File: config.mk
export PLATFORM = sky130hd
export DESIGN_NAME = motor_channel_array
export DESIGN_NICKNAME = d
export VERILOG_FILES = /design/src/rtl/motor_pkg.sv /design/src/rtl/motor_channel.sv /design/src/rtl/motor_channel_array.sv
export SDC_FILE = /design/constraint.sdc
export NUM_CORES = 1
export LEC_CHECK = 0
export CELL_PAD_IN_SITES_DETAIL_PLACEMENT = 1
export CELL_PAD_IN_SITES_GLOBAL_PLACEMENT = 1
export CORE_AREA = 2 2 222 224
export DETAILED_ROUTE_END_ITERATION = 16
export DIE_AREA = 0 0 224 226
export GPL_ROUTABILITY_DRIVEN = 0
export PLACE_DENSITY = 0.92
export RECOVER_POWER = 50
export SYNTH_ARGS = -nofsm -noshare
export SYNTH_HDL_FRONTEND = slang
export SYNTH_HIERARCHICAL = 1
export SYNTH_SLANG_ARGS = --single-unit
File: constraint.sdc
create_clock -name clock -period 8.8 [get_ports clock]
set_input_delay 1.76 -clock clock [delete_from_list [all_inputs] [get_ports clock]]
set_output_delay 1.76 -clock clock [all_outputs]
set_load 0.005 [all_outputs]
File: src/rtl/motor_pkg.sv
`default_nettype none
// ============================================================================
// Module      : motor_pkg
// Description : Shared definitions for the motor channel array: register map,
//               CTRL/STATUS bit positions, quadrature state encoding and the
//               quadrature step decoder.
// Revision    : 1.0 - initial release
// ============================================================================
package motor_pkg;

    // Per-channel register map
    localparam logic [1:0] REG_PERIOD   = 2'd0;
    localparam logic [1:0] REG_DUTY     = 2'd1;
    localparam logic [1:0] REG_POSITION = 2'd2;
    localparam logic [1:0] REG_CTRL     = 2'd3;

    // CTRL/STATUS bit indices
    localparam int CTRL_EN_BIT  = 0;
    localparam int CTRL_ERR_BIT = 1;
    localparam int CTRL_DIR_BIT = 2;

    // Quadrature state {A,B}; forward order is 00 -> 01 -> 11 -> 10 -> 00
    typedef enum logic [1:0] {
        QEI_S00 = 2'b00,
        QEI_S01 = 2'b01,
        QEI_S11 = 2'b11,
        QEI_S10 = 2'b10
    } qei_state_t;

    typedef enum logic [1:0] {
        STEP_NONE = 2'd0,
        STEP_UP   = 2'd1,
        STEP_DOWN = 2'd2,
        STEP_ERR  = 2'd3
    } qei_step_t;

    // Successor of a state in the forward direction
    function automatic qei_state_t qei_next_fwd(input qei_state_t s);
        qei_state_t n;
        case (s)
            QEI_S00: n = QEI_S01;
            QEI_S01: n = QEI_S11;
            QEI_S11: n = QEI_S10;
            default: n = QEI_S00;
        endcase
        return n;
    endfunction

    // Classify the transition prev -> cur; a two-bit change is an error
    function automatic qei_step_t qei_decode(input qei_state_t prev, input qei_state_t cur);
        qei_step_t r;
        if (cur == prev)
            r = STEP_NONE;
        else if (cur == qei_next_fwd(prev))
            r = STEP_UP;
        else if (prev == qei_next_fwd(cur))
            r = STEP_DOWN;
        else
            r = STEP_ERR;
        return r;
    endfunction

endpackage
`default_nettype wire

File: src/rtl/motor_channel.sv
`default_nettype none
// ============================================================================
// Module      : motor_channel
// Description : One motor channel: QEI synchroniser, decoder and position
//               counter, double-buffered PWM generator and complementary
//               output stage. Dead-time insertion is built when the macro
//               MOTOR_DEADTIME_EN is defined.
// Revision    : 1.0 - initial release
// ============================================================================
module motor_channel
    import motor_pkg::*;
#(
    parameter int CNT_W    = 32,
    parameter int PWM_W    = 16
`ifdef MOTOR_DEADTIME_EN
    ,
    parameter int DEADTIME = 8
`endif
) (
    input  logic             clock,
    input  logic             reset,
    input  logic             i_tick,
    input  logic             i_qei_a,
    input  logic             i_qei_b,
    input  logic             i_wr_en,
    input  logic [1:0]       i_wr_addr,
    input  logic [31:0]      i_wr_data,
    output logic [PWM_W-1:0] o_period,
    output logic [PWM_W-1:0] o_duty,
    output logic [CNT_W-1:0] o_position,
    output logic             o_enable,
    output logic             o_qei_err,
    output logic             o_direction,
    output logic             o_pwm_high,
    output logic             o_pwm_low
);

    localparam logic [CNT_W-1:0] c_POS_ONE = CNT_W'(1);
    localparam logic [PWM_W-1:0] c_CNT_ONE = PWM_W'(1);

    logic             r_a_meta, r_a_sync, r_b_meta, r_b_sync;
    qei_state_t       r_qei_prev;
    logic [CNT_W-1:0] r_position;
    logic             r_dir, r_err, r_enable;
    logic [PWM_W-1:0] r_period_sh, r_duty_sh, r_period, r_duty, r_cnt;
    logic             r_pwm_high, r_pwm_low;

    qei_state_t       w_qei_cur;
    qei_step_t        w_step;
    logic             w_wr_period, w_wr_duty, w_wr_pos, w_wr_ctrl;
    logic [PWM_W-1:0] w_period_sh_nxt, w_duty_sh_nxt;
    logic             w_wrap, w_raw;

    assign w_wr_period = i_wr_en && (i_wr_addr == REG_PERIOD);
    assign w_wr_duty   = i_wr_en && (i_wr_addr == REG_DUTY);
    assign w_wr_pos    = i_wr_en && (i_wr_addr == REG_POSITION);
    assign w_wr_ctrl   = i_wr_en && (i_wr_addr == REG_CTRL);

    assign w_qei_cur = qei_state_t'({r_a_sync, r_b_sync});
    assign w_step    = qei_decode(r_qei_prev, w_qei_cur);

    // Two-flop synchronisers for the asynchronous encoder inputs
    always_ff @(posedge clock or negedge reset) begin
        if (!reset) begin
            r_a_meta <= 1'b0;
            r_a_sync <= 1'b0;
            r_b_meta <= 1'b0;
            r_b_sync <= 1'b0;
        end else begin
            r_a_meta <= i_qei_a;
            r_a_sync <= r_a_meta;
            r_b_meta <= i_qei_b;
            r_b_sync <= r_b_meta;
        end
    end

    // Decoder state, position counter, direction, sticky error and enable
    always_ff @(posedge clock or negedge reset) begin
        if (!reset) begin
            r_qei_prev <= QEI_S00;
            r_position <= '0;
            r_dir      <= 1'b0;
            r_err      <= 1'b0;
            r_enable   <= 1'b0;
        end else begin
            r_qei_prev <= w_qei_cur;
            // A software load takes priority over a count in the same cycle
            if (w_wr_pos)
                r_position <= CNT_W'($signed(i_wr_data));
            else if (w_step == STEP_UP)
                r_position <= r_position + c_POS_ONE;
            else if (w_step == STEP_DOWN)
                r_position <= r_position - c_POS_ONE;
            if (w_step == STEP_UP)
                r_dir <= 1'b1;
            else if (w_step == STEP_DOWN)
                r_dir <= 1'b0;
            // A new error beats a simultaneous clear
            if (w_step == STEP_ERR)
                r_err <= 1'b1;
            else if (w_wr_ctrl && i_wr_data[CTRL_ERR_BIT])
                r_err <= 1'b0;
            if (w_wr_ctrl)
                r_enable <= i_wr_data[CTRL_EN_BIT];
        end
    end

    assign w_period_sh_nxt = w_wr_period ? i_wr_data[PWM_W-1:0] : r_period_sh;
    assign w_duty_sh_nxt   = w_wr_duty   ? i_wr_data[PWM_W-1:0] : r_duty_sh;
    assign w_wrap          = i_tick && (r_cnt >= r_period);
    assign w_raw           = r_enable && (r_cnt < r_duty);

    // Shadow/active PERIOD and DUTY plus the prescaled PWM counter
    always_ff @(posedge clock or negedge reset) begin
        if (!reset) begin
            r_period_sh <= '0;
            r_duty_sh   <= '0;
            r_period    <= '0;
            r_duty      <= '0;
            r_cnt       <= '0;
        end else begin
            r_period_sh <= w_period_sh_nxt;
            r_duty_sh   <= w_duty_sh_nxt;
            // Active values track the shadows while idle, else load at wrap
            if (!r_enable || w_wrap) begin
                r_period <= w_period_sh_nxt;
                r_duty   <= w_duty_sh_nxt;
            end
            if (!r_enable)
                r_cnt <= '0;
            else if (i_tick)
                r_cnt <= w_wrap ? '0 : r_cnt + c_CNT_ONE;
        end
    end

`ifdef MOTOR_DEADTIME_EN
    localparam int                c_DT_W    = (DEADTIME > 1) ? $clog2(DEADTIME + 1) : 1;
    localparam logic [c_DT_W-1:0] c_DT_LOAD = c_DT_W'(DEADTIME - 1);
    localparam logic [c_DT_W-1:0] c_DT_ONE  = c_DT_W'(1);

    logic              r_raw_d;
    logic [c_DT_W-1:0] r_dt_cnt;

    // Any raw edge blanks both sides for DEADTIME clocks before following raw
    always_ff @(posedge clock or negedge reset) begin
        if (!reset) begin
            r_raw_d    <= 1'b0;
            r_dt_cnt   <= '0;
            r_pwm_high <= 1'b0;
            r_pwm_low  <= 1'b0;
        end else begin
            r_raw_d <= w_raw;
            if (w_raw != r_raw_d) begin
                r_dt_cnt   <= c_DT_LOAD;
                r_pwm_high <= 1'b0;
                r_pwm_low  <= 1'b0;
            end else if (r_dt_cnt != '0) begin
                r_dt_cnt   <= r_dt_cnt - c_DT_ONE;
                r_pwm_high <= 1'b0;
                r_pwm_low  <= 1'b0;
            end else begin
                r_pwm_high <= w_raw;
                r_pwm_low  <= r_enable && !w_raw;
            end
        end
    end
`else
    // Complementary outputs registered one clock after raw
    always_ff @(posedge clock or negedge reset) begin
        if (!reset) begin
            r_pwm_high <= 1'b0;
            r_pwm_low  <= 1'b0;
        end else begin
            r_pwm_high <= w_raw;
            r_pwm_low  <= r_enable && !w_raw;
        end
    end
`endif

    assign o_period    = r_period_sh;
    assign o_duty      = r_duty_sh;
    assign o_position  = r_position;
    assign o_enable    = r_enable;
    assign o_qei_err   = r_err;
    assign o_direction = r_dir;
    assign o_pwm_high  = r_pwm_high;
    assign o_pwm_low   = r_pwm_low;

endmodule
`default_nettype wire

File: src/rtl/motor_channel_array.sv
`default_nettype none
// ============================================================================
// Module      : motor_channel_array
// Description : N_CH motor channels (QEI + complementary PWM) behind a simple
//               synchronous register port, with a shared clock-enable
//               prescaler. Define MOTOR_DEADTIME_EN to build the dead-time
//               stage; otherwise DEADTIME has no effect on the outputs.
// Revision    : 1.0 - initial release
// ============================================================================
module motor_channel_array
    import motor_pkg::*;
#(
    parameter int N_CH     = 3,
    parameter int CNT_W    = 32,
    parameter int PWM_W    = 16,
    parameter int PRESCALE = 4,
    parameter int DEADTIME = 8
) (
    input  logic            clock,
    input  logic            reset,
    input  logic [N_CH-1:0] qei_a,
    input  logic [N_CH-1:0] qei_b,
    output logic [N_CH-1:0] pwm_high,
    output logic [N_CH-1:0] pwm_low,
    input  logic            wr_en,
    input  logic [3:0]      wr_ch,
    input  logic [1:0]      wr_addr,
    input  logic [31:0]     wr_data,
    input  logic            rd_en,
    input  logic [3:0]      rd_ch,
    input  logic [1:0]      rd_addr,
    output logic [31:0]     rd_data,
    output logic            rd_valid,
    output logic [N_CH-1:0] qei_err
);

    if ((N_CH < 1) || (N_CH > 16) || (PRESCALE < 1) || (DEADTIME < 1) ||
        (PWM_W < 1) || (PWM_W > 32) || (CNT_W < 2)) begin : g_param_check
        $error("motor_channel_array: parameter out of range");
    end

    localparam int                 c_PRE_W    = (PRESCALE > 1) ? $clog2(PRESCALE) : 1;
    localparam logic [c_PRE_W-1:0] c_PRE_LAST = c_PRE_W'(PRESCALE - 1);
    localparam logic [c_PRE_W-1:0] c_PRE_ONE  = c_PRE_W'(1);

    logic [c_PRE_W-1:0] r_pre_cnt;
    logic               r_tick;

    logic [PWM_W-1:0] w_period [N_CH];
    logic [PWM_W-1:0] w_duty   [N_CH];
    logic [CNT_W-1:0] w_pos    [N_CH];
    logic             w_en     [N_CH];
    logic             w_err    [N_CH];
    logic             w_dir    [N_CH];
    logic [31:0]      w_rd_word;

    // Free-running prescaler producing a one-clock tick every PRESCALE clocks
    always_ff @(posedge clock or negedge reset) begin
        if (!reset) begin
            r_pre_cnt <= '0;
            r_tick    <= 1'b0;
        end else if (r_pre_cnt == c_PRE_LAST) begin
            r_pre_cnt <= '0;
            r_tick    <= 1'b1;
        end else begin
            r_pre_cnt <= r_pre_cnt + c_PRE_ONE;
            r_tick    <= 1'b0;
        end
    end

    for (genvar gi = 0; gi < N_CH; gi++) begin : g_ch
        motor_channel #(
            .CNT_W    (CNT_W),
            .PWM_W    (PWM_W)
`ifdef MOTOR_DEADTIME_EN
            ,
            .DEADTIME (DEADTIME)
`endif
        ) u_channel (
            .clock       (clock),
            .reset       (reset),
            .i_tick      (r_tick),
            .i_qei_a     (qei_a[gi]),
            .i_qei_b     (qei_b[gi]),
            .i_wr_en     (wr_en && (wr_ch == 4'(gi))),
            .i_wr_addr   (wr_addr),
            .i_wr_data   (wr_data),
            .o_period    (w_period[gi]),
            .o_duty      (w_duty[gi]),
            .o_position  (w_pos[gi]),
            .o_enable    (w_en[gi]),
            .o_qei_err   (w_err[gi]),
            .o_direction (w_dir[gi]),
            .o_pwm_high  (pwm_high[gi]),
            .o_pwm_low   (pwm_low[gi])
        );
        assign qei_err[gi] = w_err[gi];
    end

    // Read mux; an unpopulated channel number yields zero
    always_comb begin
        w_rd_word = '0;
        for (int i = 0; i < N_CH; i++) begin
            if (rd_ch == 4'(i)) begin
                case (rd_addr)
                    REG_PERIOD:   w_rd_word = 32'(w_period[i]);
                    REG_DUTY:     w_rd_word = 32'(w_duty[i]);
                    REG_POSITION: w_rd_word = 32'($signed(w_pos[i]));
                    default: begin
                        w_rd_word[CTRL_EN_BIT]  = w_en[i];
                        w_rd_word[CTRL_ERR_BIT] = w_err[i];
                        w_rd_word[CTRL_DIR_BIT] = w_dir[i];
                    end
                endcase
            end
        end
    end

    // Registered read port; data reflects state before any same-cycle write
    always_ff @(posedge clock or negedge reset) begin
        if (!reset) begin
            rd_data  <= '0;
            rd_valid <= 1'b0;
        end else begin
            rd_valid <= rd_en;
            if (rd_en)
                rd_data <= w_rd_word;
        end
    end

endmodule
`default_nettype wire
* Word-level counts from Yosys, hierarchy flattened
Index checks and enable logic that the tools add are counted.
** Word-level totals
- Output and inout bits :: 42
- Word-level logic and storage cells :: 237
- Bits in registers :: 405
- Bits of input ports :: 54
** Cells by class
- Muxes and demuxes :: 71
- $add $sub $neg :: 10
- Equal/unequal tests :: 43
- Reduce and logical (&&, ||, !) cells :: 55
- $lt $le $gt $ge :: 6
** Operator list (number)
- 32-bit 2-to-1 mux :: 12
- 29-bit case mux with 3 select lines :: 3
- 16-bit 2-to-1 mux :: 15
- 32-bit by 1-bit adder with 32-bit output (second input constant) :: 3
- 32-bit by 1-bit subtractor with 32-bit output (second input constant) :: 3
- 16-bit by 1-bit adder with 16-bit output (second input constant) :: 3
- 16-bit greater-or-equal comparator :: 3
- 16-bit less-than comparator :: 3
- 2-bit case mux with 3 select lines :: 6
- 2-bit == test (second input constant) :: 16
- 2-bit 2-to-1 mux :: 16
- 1-bit logical AND :: 27
- 3-bit case mux with 3 select lines :: 3
- 2-bit by 1-bit == test with 1-bit output (second input constant) :: 11
- 2-bit == test :: 9
- 2-bit zero test :: 8
- 1-bit 2-to-1 mux :: 16
- 2-bit nonzero test :: 6
- 3-bit nonzero test :: 3
- 4-bit by 1-bit == test with 1-bit output (second input constant) :: 2
- 4-bit by 2-bit == test with 1-bit output (second input constant) :: 2
- 4-bit zero test :: 2
- 1-bit zero test :: 6
- 2-bit != test (second input constant) :: 3
- other kinds (2) :: 4

* Logic depth before layout (Yosys ltp)
Gate-level depths: netlist of the first run.
- Word-level depth :: 14
- Mapped depth :: 17
- Mapped depth without buffers :: 16

* Modules after synthesis
The synthesis of the first run kept the hierarchy.
** Modules (own cells, without submodules)
- motor_channel (g_ch[1].u_channel) :: times used 1, area an instance 7518.5 µm², cells an instance 808, seq. area each 3078.0 µm²
- motor_channel (g_ch[0].u_channel) :: times used 1, area an instance 7392.1 µm², cells an instance 796, seq. area each 3078.0 µm²
- motor_channel (g_ch[2].u_channel) :: times used 1, area an instance 7364.6 µm², cells an instance 779, seq. area each 3078.0 µm²
- motor_channel_array :: times used 1, area an instance 3071.7 µm², cells an instance 301, seq. area each 900.9 µm²

* Least setup slack after synthesis of the first run
OpenSTA, ideal clock, no wires.
- Path kind :: register to register
- Start :: register g_ch[2].u_channel.r_qei_prev[0]
- End :: register g_ch[2].u_channel.r_position[16]
- Setup time :: 0.126 ns
- Arrival time :: 3.721 ns
- Data required time :: 8.674 ns
- Path slack :: 4.953 ns
- Cell stages (with the launch flop) :: 17
- Path buffers :: 0
- Period minus slack after synthesis :: 3.847 ns
- Cell sequence :: dfrtp_1 > nor2b_1 > o21ai_0 > o21a_1 > inv_1 > ha_1 > inv_1 > ha_1 > a21o_1 > a21o_1 > a21oi_2 > nand2_1 > a31o_1 > a31oi_1 > o21ai_1 > xor2_1 > a221o_1
** Between the ends
- Word-level cells in the longest chain between the ends :: 9
- Elaborated cells on any way between the ends :: 16
- Those cells by class :: eq/ne (7); mux (7); reduce/logical (2)
** Ends and longest elaborated chain
- from (decl) :: line motor_channel.sv:42 : qei_state_t r_qei_prev;
- from (signal assigned) :: line motor_channel.sv:86 : r_qei_prev <= w_qei_cur;
- 2-bit == test, or another cell as far along :: line motor_pkg.sv:40 : case (s)
- 2-bit case mux with 3 select lines :: line motor_pkg.sv:40
- 2-bit 2-to-1 mux :: line motor_pkg.sv:52 : if (cur == prev)
- 2-bit == test :: line motor_pkg.sv:54 : else if (cur == qei_next_fwd(prev))
- 2-bit 2-to-1 mux :: line motor_pkg.sv:54
- 2-bit 2-to-1 mux (*) :: line motor_pkg.sv:52
- 2-bit by 1-bit == test with 1-bit output :: line motor_channel.sv:90 : else if (w_step == STEP_UP)
- 32-bit 2-to-1 mux :: line motor_channel.sv:90
- 32-bit 2-to-1 mux :: line motor_channel.sv:88 : if (w_wr_pos)
- to (signal assigned) :: line motor_channel.sv:89 : r_position <= CNT_W'($signed(i_wr_data));
- to (signal assigned) :: line motor_channel.sv:91 : r_position <= r_position + c_POS_ONE;
- to (signal assigned) :: line motor_channel.sv:93 : r_position <= r_position - c_POS_ONE;
- to (decl) :: line motor_channel.sv:43 : logic [CNT_W-1:0] r_position;
Every way passes the cells marked *; elsewhere a longest branch is shown, timed or not. The select of a mux whose other input is x is not followed.
A chain may end at the register's enable or synchronous reset.

==> metrics.yaml, run 1 <==
status: "complete, but fails checks"
violations: "max-capacitance violations, max-slew violations"
syn-cell-area_sq_um: 25300
cts_hold_buf: 0
start_kind: "primary input"
grt.total_usage_pct: 40.7
crit_chain: "clkbuf_1 > buf_4"
clkPwrFrac_pct: 23.2
cts_made_buffers: 46
drive_gt1_share_pct: 11.2
drtIter0Drc: 2531
grt_max_degree: 187
grt_pass1_vias: 25100
critPathCaptureType: "async pin"
finalSetupViolations: 0
overflow: 0
fin_ws_ps: 2770
tns_ps: 0
p_sw_share_pct: 43.8
crit_arrival_ps: 6600
leakage_nw: 12.9
syn2layout_area_growth_pct: 11.8
power_mw: 9.18
grt.met1_usage_pct: 46.8
clk_pin_slew_worst_paths_ps: 70
finalHoldViolCount: 0
fmax_mhz: 166
core.rowCount: 81
synth_edf_count: 0
cp_data_required_time_ps: 9380
switching_power_mw: 4.02
ctsResizeCount: 0
max_stage_delay_ps: 3490
ant_nets: 0
ys_seq_area_share_pct: 40.0
syn_avg_cell_area_sq_um: 9.44
cp_slowest_cell: "clkbuf_1"
powerDensity_nw_per_um2: 324
num_vias: 23400
n_antenna_cell: 0
cap_violations: 3
ff2ff_setup_slack_ps: 3710
hpwl_um: 63300
power_frac_seq_pct: 29.4
rsz0062_at_grt: "false"
core_area_sq_um: 48300
worst_slew_margin_rel_pct: -240
clk_path_buf_depth: 3
async_reset_ff_share_pct: 100
hold_class: "flip-flop to flip-flop"
synth-main-ff-cell: "dfrtp_1"
ys_types: 99
stdcell_count: 3388
die_width_um: 224
grtUsageMet3_pct: 11.5
ir_worst_vdd_mv: 0.152
cts.sinks: 405
p_comb_share_pct: 47.5
drcViolationCount: 0
dr.pass1.iters: 7
port_buffers: 95
post_cts_buffers: 0
dieArea_sq_um: 50600
die_height_um: 226
routedWlPerCell_um: 30.4
timing.hold.ws_ps: 352
finalInstanceArea_sq_um: 28300
internal_power_mw: 5.16
io_pins: 96
netlist_instances: 2684
slew_violations: 150
grt_antenna_before_repair: 6
insertion_delay_ps: 630
tightest_slew_ps: 5100
place_ws_ps: 3780
worst-path-buf-inv: 2
synth-seq-cells: 405
nNetsFinal: 2986
mostFrequentLayoutCell: "dfrtp_1"
cts_tree: "done"
start_util_pct: 52.4
met2_usage_pct: 63.9
grt_pass1_wl_um: 157000
grt_busiest_layer: "met2"
placed_area_sq_um: 26700
worstSetupPathType: "primary input to async pin"
path_max_fanout: 86
cts_max_level: 2
cts_root_buf: "clkbuf_16"
final_cell_mix: "405 x dfrtp_1, 257 x nor2_1, 242 x a21oi_1"
wl_um: 103000
finClkSkew_ps: 61.8
ys_warn_count: 6
placedCellCount: 3304
fin_crit_sh_pct: 68.5
path_delay_family: "buffers and inverters"
syn-num-nets: 2940
viasPerCell: 6.92
finalCriticalPeriod_ps: 6030
fin_util_pct: 58.6
synth_stat cells, drive strengths merged, types with 25 or more instances:
cell type  number  area share, %
mux2          146            6.6
nand2         214            3.2
and3           25           0.62
a31oi          26           0.64
nor2          260            3.9
a21oi         250            5.1
ha            199            9.8
mux2i          29            1.1
inv           155            2.3
a22oi          26           0.79
nand4          37           0.91
dfrtp         405             40
a21o           91            2.7
nor3           35           0.81
clkbuf         70            1.0
o21ai         175            3.6
xnor2          60            2.1
buf            50            1.2
xor2           49            1.7
nor2b          37           0.91
nand3          61            1.2
state kept, by name (all words and copies together) (netlist names), 3 cells and up:
name,cells
g_ch.u_channel/o_direction,3
g_ch.u_channel/o_duty,48
g_ch.u_channel/o_enable,3
g_ch.u_channel/o_period,48
g_ch.u_channel/o_position,96
g_ch.u_channel/o_pwm_high,3
g_ch.u_channel/o_pwm_low,3
g_ch.u_channel/o_qei_err,3
g_ch.u_channel/r_a_meta,3
g_ch.u_channel/r_a_sync,3
g_ch.u_channel/r_b_meta,3
g_ch.u_channel/r_b_sync,3
g_ch.u_channel/r_cnt,48
g_ch.u_channel/r_duty,48
g_ch.u_channel/r_period,48
g_ch.u_channel/r_qei_prev,6
rd_data,32
routing by layer:
metal / routed length (um) / vias to the layer above / share of wire (%)
met2: 46100 / 1398 / 45
met5: 61 / - / 0.059
met4: 9750 / 8 / 9.5
met1: 37600 / 11800 / 37
met3: 9510 / 585 / 9.2
li1: - / 9648 / -
cell type report:
type / instances / area (sq um)
Fill cell: 5275 / 20000
Multi-Input combinational cell: 2004 / 14100
Sequential cell: 405 / 10100
Clock buffer: 69 / 1390
Timing Repair Buffer: 118 / 1120
Tap cell: 622 / 778
Inverter: 155 / 582
Clock inverter: 15 / 241
final timing paths:
path                                                       from                                to  cells past startpoint
worst max-delay path                                      reset   g_ch[0].u_channel/o_position[0]                      2
worst min-delay path                 g_ch[2].u_channel/r_a_meta        g_ch[2].u_channel/r_a_sync                      0
worst max register to register  g_ch[0].u_channel/r_qei_prev[0]  g_ch[0].u_channel/o_position[27]                     16
worst min register to register       g_ch[2].u_channel/r_a_meta        g_ch[2].u_channel/r_a_sync                      0
max in group clock              g_ch[0].u_channel/r_qei_prev[0]  g_ch[0].u_channel/o_position[27]                     16
min in group asynchronous                                 reset  g_ch[2].u_channel/o_position[29]                      1
cells by family after synthesis:
group / Yosys count / synth area share [%]
AND/OR/NAND/NOR: 784 / 14.7
flip-flops: 405 / 40.0
multiplexers: 183 / 8.42
buffers and inverters: 275 / 4.51
XOR/XNOR: 109 / 3.77
AO/OA/AOI/OAI: 726 / 18.6
adder cells (fa/ha/maj): 202 / 10.1
power groups by stage:
stage	clock network (mW)	registers [mW]	logic, mW
final	2.13	2.70	4.36
after floorplan	0	2.48	2.98
after CTS	2.13	2.66	4.22
after detailed placement	0	2.66	3.96
after global routing	2.21	2.71	4.65
after global placement	0	2.62	3.64
(Power assumes the default switching activity.)
==> inputs of run 2 (changes only) <==
--- a/config.mk
+++ b/config.mk
@@ -7,11 +7,11 @@
 export LEC_CHECK = 0
 export CELL_PAD_IN_SITES_DETAIL_PLACEMENT = 1
 export CELL_PAD_IN_SITES_GLOBAL_PLACEMENT = 1
-export CORE_AREA = 2 2 222 224
+export CORE_AREA = 2 2 244 246
 export DETAILED_ROUTE_END_ITERATION = 16
-export DIE_AREA = 0 0 224 226
+export DIE_AREA = 0 0 246 248
 export GPL_ROUTABILITY_DRIVEN = 0
-export PLACE_DENSITY = 0.92
+export PLACE_DENSITY = 0.82
 export RECOVER_POWER = 50
 export SYNTH_ARGS = -nofsm -noshare
 export SYNTH_HDL_FRONTEND = slang
==> constraint.sdc (replaced) <==
create_clock -name clock -period 4.97 [get_ports clock]
set_input_delay 0.994 -clock clock [delete_from_list [all_inputs] [get_ports clock]]
set_output_delay 0.994 -clock clock [all_outputs]
set_load 0.005 [all_outputs]
==> run 2 against run 1 <==
The run still ends with max-capacitance violations, max-slew violations left. Sequential power rose by 74%. Clock-buffer cell count fell by 5. Sequential cell count unchanged. Register-to-register slack got worse by 3000 ps. Die area increased by 21%. Sequential share of layout area fell by 0.56 points. First-iteration DRC count is 48% lower. Via count shrank 8.2%. Largest cell class unchanged. Global-route usage down 13 points. Highest routed layer is now met4. Final area grew 1.6%.
==> metrics.yaml, run 2 (synthesis results as in run 1) <==
ant_nets: 0  # unchanged
io_pins: 96  # unchanged
largest_reg_flops: 96  # unchanged
finalHoldViolCount: 0  # unchanged
mostFrequentLayoutCell: "dfrtp_1"
cts.sinks: 405  # unchanged
crit_arrival_ps: 4750  # -1850 ps
cts_made_buffers: 48  # +4.3%
finalSetupViolations: 0  # unchanged
placed_area_sq_um: 27100  # +1.2%
die_height_um: 248  # +9.7%
fin_util_pct: 49.2  # -9.4 points
path_max_fanout: 32  # -63%
whs_path_depth: 0  # unchanged
rsz0062_at_grt: "false"
drcViolationCount: 0  # unchanged
leakage_nw: 13.0  # +1.2%
start_util_pct: 43.4  # -9.1 points
r2r-end: "g_ch[1].u_channel/o_position[23]"
overflow: 0  # unchanged
hold_class: "flip-flop to flip-flop"
fmax_mhz: 234
status: "complete, but fails checks"
powerDensity_nw_per_um2: 548  # +69%
syn2layout_area_growth_pct: 13.5
cts_root_buf: "clkbuf_16"
die_width_um: 246  # +9.8%
cts_hold_buf: 0  # unchanged
viasPerCell: 6.05  # -13%
reg2reg_from: "g_ch[1].u_channel/r_qei_prev[0]"
ir_worst_vdd_mv: 0.290  # +91%
worstSetupPathType: "flip-flop to flip-flop"
grt_pass1_wl_um: 133000  # -15%
multiInputGateArea_sq_um: 14100  # +0.18%
nNetsFinal: 3002  # +0.54%
cts_tree: "done"
drtIter0Drc: 1314  # -48%
ff2ff_setup_slack_ps: 700  # -3010 ps
grt_max_degree: 102  # -45%
hp-start: "g_ch[2].u_channel/r_b_meta"
hold_end: "g_ch[2].u_channel/r_b_sync"
seq_area_sq_um: 10100  # unchanged
post_cts_buffers: 0  # unchanged
slew_violations: 102  # -32%
worst_slew_margin_rel_pct: -89.1  # +150 points
hpwl_um: 59600  # -5.9%
port_buffers: 95  # unchanged
cts_max_level: 2  # unchanged
cp_data_required_time_ps: 5450  # -3930 ps
num_vias: 21500  # -8.2%
critPathCaptureType: "flip-flop"
clk_pin_slew_worst_paths_ps: 60  # about the same
finalCriticalPeriod_ps: 4270
core_area_sq_um: 58500  # +21%
grt_pass1_vias: 23300  # -7.2%
dr.pass1.iters: 7  # unchanged
dieArea_sq_um: 61000  # +21%
clk_path_buf_depth: 3  # unchanged
violations: "max-capacitance violations, max-slew violations"
start_kind: "flip-flop"
tns_ps: 0  # unchanged
ctsResizeCount: 0  # unchanged
grt.total_usage_pct: 28.0  # -13 points
core.rowCount: 89  # +9.9%
final_cell_mix: "405 x dfrtp_1, 257 x nor2_1, 242 x a21oi_1"
routedWlPerCell_um: 24.0  # -21%
drive_gt1_share_pct: 12.0  # +0.82 points
cap_violations: 1  # -2
insertion_delay_ps: 610  # -20 ps
wl_um: 85200  # -17%
reg2regPathDepth: 17  # +1
grt_antenna_before_repair: 0  # -6
finalInstanceArea_sq_um: 28800  # +1.6%
tightest_slew_ps: 2840  # -2260 ps
finClkSkew_ps: 30.4  # -31.4 ps
fin_crit_sh_pct: 85.9
n_fill_cell: 6573  # +25%
==> run 2: cell types whose count changed in the layout (fill, tap and decap cells not counted), moves of 2 or more <==
cell | previous run | this run
bufinv_16 | 4 | 9
and2_0 | 13 | 0
clkbuf_1 | 11 | 8
buf_4 | 21 | 30
and2_1 | 7 | 20
o21ai_0 | 122 | 120
o21ai_1 | 45 | 47
clkbuf_16 | 47 | 49
clkbuf_4 | 0 | 2
clkbuf_2 | 0 | 3
clkbuf_8 | 13 | 9
clkinv_2 | 2 | 10
==> run 2: layout make-up <==
cell class,count,area share (%)
antenna,1,0.00870
clock buffer,64,4.77
clock inverter,25,1.36
inverter,155,2.02
multi-input combinational,2004,49.0
sequential,405,35.2
tap,773,3.36
timing repair buffer,132,4.24
==> run 2: stage by stage <==
stage	hold slack (ps)	power, mW	setup WS (ps)	instances
floorplan	331	9.68	1120	2684
global placement	333	11.2	1030	3469
CTS	349	15.7	791	3558
finish	347	15.8	703	3559
detailed placement	336	11.6	809	3469
global route	364	16.7	352	3558
==> run 2: worst max-delay path by stage <==
stage                                    start                               end  slack [ps]  cells after the start
3_5_place_dp   g_ch[2].u_channel/r_qei_prev[0]  g_ch[2].u_channel/o_position[28]         810                     16
6_report       g_ch[1].u_channel/r_qei_prev[0]  g_ch[1].u_channel/o_position[23]         700                     17
5_1_grt                                  reset   g_ch[0].u_channel/o_position[3]         350                      2
2_1_floorplan  g_ch[2].u_channel/r_qei_prev[0]  g_ch[2].u_channel/o_position[16]        1120                     16
3_3_place_gp   g_ch[2].u_channel/r_qei_prev[0]  g_ch[2].u_channel/o_position[16]        1030                     16
4_1_cts        g_ch[1].u_channel/r_qei_prev[0]  g_ch[1].u_channel/o_position[23]         790                     17
==> run 2: metal layers <==
| layer | vias to the layer above | global-route usage [%] | share of wire, % |
|---|---|---|---|
| met5 | - | 0 | 0 |
| met4 | 0 | 16.0 | 6.1 |
| met3 | 251 | 4.15 | 4.7 |
| met2 | 608 | 47.0 | 48 |
| met1 | 11000 | 34.5 | 41 |
| li1 | 9689 | - | - |
==> run 2: where the power goes <==
part	switching (mW)	internal [mW]	total (mW)	leakage, nW
combinational	4.20	2.93	7.13	6.96
clock	1.53	2.41	3.94	0.862
sequential	0.671	4.03	4.70	5.19
==> run 2: worst max-delay path: stages, from the launching register on <==
cell      delay, ps
dfrtp_1         430
nor2b_1         150
o21ai_0         230
o21a_1          200
inv_1            70
ha_1            280
inv_1            90
buf_4           360
ha_1            370
and2_1          200
and4_1          210
o21ai_1         110
nand2_1         150
o41ai_1         480
o211ai_1        250
nor3b_1         200
o31ai_1         270
a21oi_1         100
